<file path="src/rtl/param_delay_line.sv">
// Parametrised registered delay line: DEPTH stages of WIDTH-bit data with per-stage valid,
// shift enable, synchronous flush, a same-cycle tap mux and an up/down occupancy counter.
module param_delay_line #(
    parameter int WIDTH = 8,
    parameter int DEPTH = 4,
    localparam int SEL_W = $clog2(DEPTH),
    localparam int CNT_W = $clog2(DEPTH + 1)
) (
    input  logic             clock,
    input  logic             reset,
    input  logic             enable,
    input  logic             flush,
    input  logic [WIDTH-1:0] in_data,
    input  logic             in_valid,
    input  logic [SEL_W-1:0] tap_sel,
    output logic [WIDTH-1:0] out_data,
    output logic             out_valid,
    output logic [WIDTH-1:0] tap_data,
    output logic             tap_valid,
    output logic [CNT_W-1:0] fill_count,
    output logic             full
);

    logic [WIDTH-1:0] stage_data [DEPTH];
    logic [DEPTH-1:0] stage_vld;
    logic [CNT_W-1:0] count_q;
    logic [CNT_W-1:0] count_d;

    genvar gi;
    generate
        for (gi = 0; gi < DEPTH; gi++) begin : g_stage
            logic [WIDTH-1:0] data_q;
            logic [WIDTH-1:0] data_d;
            logic [WIDTH-1:0] prev_data;
            logic             vld_q;
            logic             vld_d;
            logic             prev_vld;

            if (gi == 0) begin : g_head
                assign prev_data = in_data;
                assign prev_vld  = in_valid;
            end else begin : g_body
                assign prev_data = stage_data[gi-1];
                assign prev_vld  = stage_vld[gi-1];
            end

            always_comb begin
                data_d = data_q;
                vld_d  = vld_q;
                if (flush) begin
                    data_d = '0;
                    vld_d  = 1'b0;
                end else if (enable) begin
                    data_d = prev_data;
                    vld_d  = prev_vld;
                end
            end

            always_ff @(posedge clock) begin
                if (reset) begin
                    data_q <= '0;
                    vld_q  <= 1'b0;
                end else begin
                    data_q <= data_d;
                    vld_q  <= vld_d;
                end
            end

            assign stage_data[gi] = data_q;
            assign stage_vld[gi]  = vld_q;
        end
    endgenerate

    // Occupancy tracks only what enters stage 0 and what leaves the last stage.
    always_comb begin
        count_d = count_q;
        if (flush) begin
            count_d = '0;
        end else if (enable) begin
            if (in_valid && !stage_vld[DEPTH-1]) begin
                count_d = count_q + CNT_W'(1);
            end else if (!in_valid && stage_vld[DEPTH-1]) begin
                count_d = count_q - CNT_W'(1);
            end
        end
    end

    always_ff @(posedge clock) begin
        if (reset) begin
            count_q <= '0;
        end else begin
            count_q <= count_d;
        end
    end

    // Out-of-range selects (non-power-of-2 DEPTH) match no stage and read as zero.
    always_comb begin
        tap_data  = '0;
        tap_valid = 1'b0;
        for (int i = 0; i < DEPTH; i++) begin
            if (tap_sel == SEL_W'(i)) begin
                tap_data  = stage_data[i];
                tap_valid = stage_vld[i];
            end
        end
    end

    assign out_data   = stage_data[DEPTH-1];
    assign out_valid  = stage_vld[DEPTH-1];
    assign fill_count = count_q;
    assign full       = (count_q == CNT_W'(DEPTH));

endmodule

</file>
<file path="config.mk">
export PLATFORM = sky130hd
export DESIGN_NAME = param_delay_line
export DESIGN_NICKNAME = d
export VERILOG_FILES = /design/src/rtl/param_delay_line.sv
export SDC_FILE = /design/constraint.sdc
export NUM_CORES = 1
export LEC_CHECK = 0
export BUFFER_PORTS_ARGS = -buffer_cell sky130_fd_sc_hd__buf_2
export CORE_ASPECT_RATIO = 2
export CORE_MARGIN = 3
export CORE_UTILIZATION = 53
export DETAILED_ROUTE_END_ITERATION = 8
export MAX_ROUTING_LAYER = met4
export PLACE_DENSITY = 0.88
export SETUP_SLACK_MARGIN = 0.5
export SYNTH_ARGS = -nofsm -noshare
export SYNTH_HDL_FRONTEND = slang
export SYNTH_SLANG_ARGS = --single-unit
</file>
<file path="constraint.sdc">
create_clock -name clock -period 1.9 [get_ports clock]
set_clock_uncertainty 0.05 [all_clocks]
set_input_delay 0.19 -clock clock [delete_from_list [all_inputs] [get_ports clock]]
set_output_delay 0.19 -clock clock [all_outputs]
set_load 0.05 [all_outputs]
</file>
==> impl_metrics.json <==
{
  "insertion_delay_ns": 0.28,
  "cp.buffers_inverters": 2,
  "path_clk_slew_ns": 0.07,
  "synth-async-reset-ratio": 0,
  "tns_ns": 0,
  "antenna_cells": 0,
  "p_leak_nw": 1.02,
  "die_w_um": 45.7,
  "netlist_top_cells_count": "nor2_1, dfxtp_1, mux2i_1, mux4_2, buf_4",
  "path_max_fanout": 4,
  "cap_violations": 0,
  "cts_buffer_depth": 2,
  "p_int_mw": 1.23,
  "viasPerCell": 5.41,
  "synth_area_leader_cell": "dfxtp_1",
  "top_layer": "met4",
  "power.switching_uw": 367,
  "cp_slowest_cell": "dfxtp_4",
  "path_class": "flip-flop to flip-flop",
  "syn_area_per_cell_um2": 11.4,
  "synth_edf_count": 0,
  "grtUsageTotal": 0.200,
  "syn_nets": 164,
  "period_needed_ns": 1.56,
  "hold_viol": 0,
  "start_util": 0.562,
  "met1Wirelength_mm": 1.35,
  "netSwitchingFraction": 0.230,
  "max_stage_delay_ns": 0.36,
  "synth_area_mm2": 0.00167,
  "grt_pass1_vias": 1254,
  "die_height_um": 85.5,
  "drc": 0,
  "ios": 37,
  "timing.final.crit_share": 0.823,
  "place.gp.congestion": 0.708,
  "crit_chain": "inv_4, ha_4, inv_2, fa_2, xnor2_1, nand2_1, mux2_4",
  "synthCells": 147,
  "layout-drive-gt1-share": 0.510,
  "max_freq_mhz": 639,
  "fin_util": 0.745,
  "wl_met3_um": 155,
  "tightestPinTransition_ns": 0.430,
  "slew_viol_final": 0,
  "worstPathArrival_ns": 1.69,
  "dp_worst_setup_slack_ns": 0.323,
  "synth_top_area_frac": 0.466,
  "cp_top_family": "adder cells",
  "slew_headroom": 0.713,
  "grt-ovfl-total": 0,
  "fin_nets": 216,
  "grt_pass1_wl_mm": 5.59,
  "rsz0062_at_grt": "yes",
  "ys_types": 17,
  "cts_tree": "built",
  "syn_to_final_growth_pct": 32.4,
  "ys_seq_area_frac": 0.466,
  "h-tree-depth": 2,
  "setup_ws_ns": 0.336,
  "power_mw": 1.60,
  "coreArea_mm2": 0.00298,
  "die_area_mm2": 0.00391,
  "power_density_mw_per_mm2": 720,
  "antenna_found_initial": 0,
  "power_frac_comb": 0.098,
  "synth.area.top_cells": "dfxtp_1, mux2i_1, mux4_2, nor2_1, buf_4",
  "status": "complete, no violations",
  "grt_max_degree": 29,
  "cts_root_buf": "clkbuf_8",
  "yosysMostFrequentCell": "nor2_1",
  "p_seq_frac": 0.523,
  "synth_flop_cell": "dfxtp_1",
  "ant_nets": 0,
  "fp-row-count": 28,
  "worstSetupStartpointType": "flip-flop",
  "vias": 1244,
  "ir_drop_mv": 0.641,
  "synth-warning-count": 0,
  "port_buffers": 36,
  "required_ns": 2.03,
  "cts_made_buffers": 5,
  "drtIter0Drc": 16,
  "wl_met2_mm": 1.90,
  "clkPwrFrac": 0.379,
  "finalSetupViolCount": 0,
  "hp-class": "input port to flip-flop",
  "drt_pass1_iterations": 4,
  "drt-total-wl_mm": 3.46,
  "cp-end-kind": "flip-flop",
  "ys_ff_latch": 39,
  "cts_hold_buf": 0,
  "avgRoutedWirePerCell_um": 15.0,
  "hpwl_mm": 2.27,
  "cts_num_sinks": 39
}
power groups by stage:
| stage | clock, mW | sequential, mW | combinational (mW) |
|---|---|---|---|
| after floorplan | 0 | 0.859 | 0.111 |
| after global placement | 0 | 0.853 | 0.139 |
| after detailed placement | 0 | 0.854 | 0.143 |
| after CTS | 0.619 | 0.835 | 0.150 |
| after global routing | 0.657 | 0.836 | 0.168 |
| final | 0.605 | 0.835 | 0.156 |
logic make-up after synthesis:
group | Yosys count | share of synthesized area
xor gates and xnor gates | 2 | 0.0105
buffers and inverters | 13 | 0.0486
muxes | 47 | 0.351
adders and majority gates | 2 | 0.0194
DFF | 39 | 0.466
and+or+nand+nor | 44 | 0.104
layout make-up:
cell class | count | area, um2
Clock buffer | 8 | 100
Multi-Input combinational cell | 95 | 838
Sequential cell | 39 | 813
Tap cell | 30 | 37.5
Timing Repair Buffer | 55 | 414
Fill cell | 189 | 761
Inverter | 3 | 13.8
final timing paths:
| path | start | depth (start not counted) | endpoint | slack, ns |
|---|---|---|---|---|
| min reg2reg | g_stage[2].data_q[3]$_SDFFE_PP0P_ | 2 | g_stage[2].data_q[3]$_SDFFE_PP0P_ | 0.46 |
| max reg2reg | out_valid$_SDFFE_PP0P_ | 7 | fill_count[2]$_SDFFE_PP0P_ | 0.34 |
| min | in_data[0] | 3 | g_stage[0].data_q[0]$_SDFFE_PP0P_ | 0.1 |
| max | out_valid$_SDFFE_PP0P_ | 7 | fill_count[2]$_SDFFE_PP0P_ | 0.34 |
per-stage QoR:
stage | std cells | cell area, um2 | hold slack, ns
2_1_floorplan | 147 | 1710 | 0.287
3_3_place_gp | 206 | 1880 | 0.373
3_5_place_dp | 206 | 1880 | 0.391
4_1_cts | 220 | 2100 | 0.0890
5_1_grt | 230 | 2220 | 0.110
6_report | 230 | 2220 | 0.0954
cell usage in the layout, fill, tap and decap left out:
cell type	Yosys	final
dfxtp_4	0	1
buf_4	4	19
or2_1	0	1
mux4_2	9	9
dfxtp_1	39	15
inv_4	0	1
buf_6	2	3
clkbuf_1	2	1
nand2_1	1	1
clkbuf_4	0	1
ha_4	0	1
fa_2	0	1
buf_8	0	7
xnor2_1	2	2
nor2_1	40	40
buf_2	2	25
dfxtp_2	0	23
nor3_4	0	1
mux2i_1	37	37
inv_1	3	1
clkbuf_8	0	7
and2b_2	1	1
inv_2	0	1
mux2_4	1	1
sequential cells by signal, summed over array words and instances (netlist names):
signal,count
out_valid,1
out_data,8
g_stage.vld_q,3
g_stage.data_q,24
fill_count,3
worst min-delay path, cell delays in order:
cell and delay (ns):
buf_2 0.08, mux2i_1 0.06, nor2_1 0.07
repair_timing:
action                     in CTS  in global routing
gates resized for setup        29                 21
setup endpoints to repair      11                 12
pin swaps                       2                  1
setup buffers                   6                 10
routing by layer:
layer	global-route usage	vias to the layer above
li1	-	604
met1	0.228	604
met2	0.312	30
met3	0.0573	6
met4	0.0933	0
met5	-	-
No activity file was read; power rests on OpenSTA's default activity.
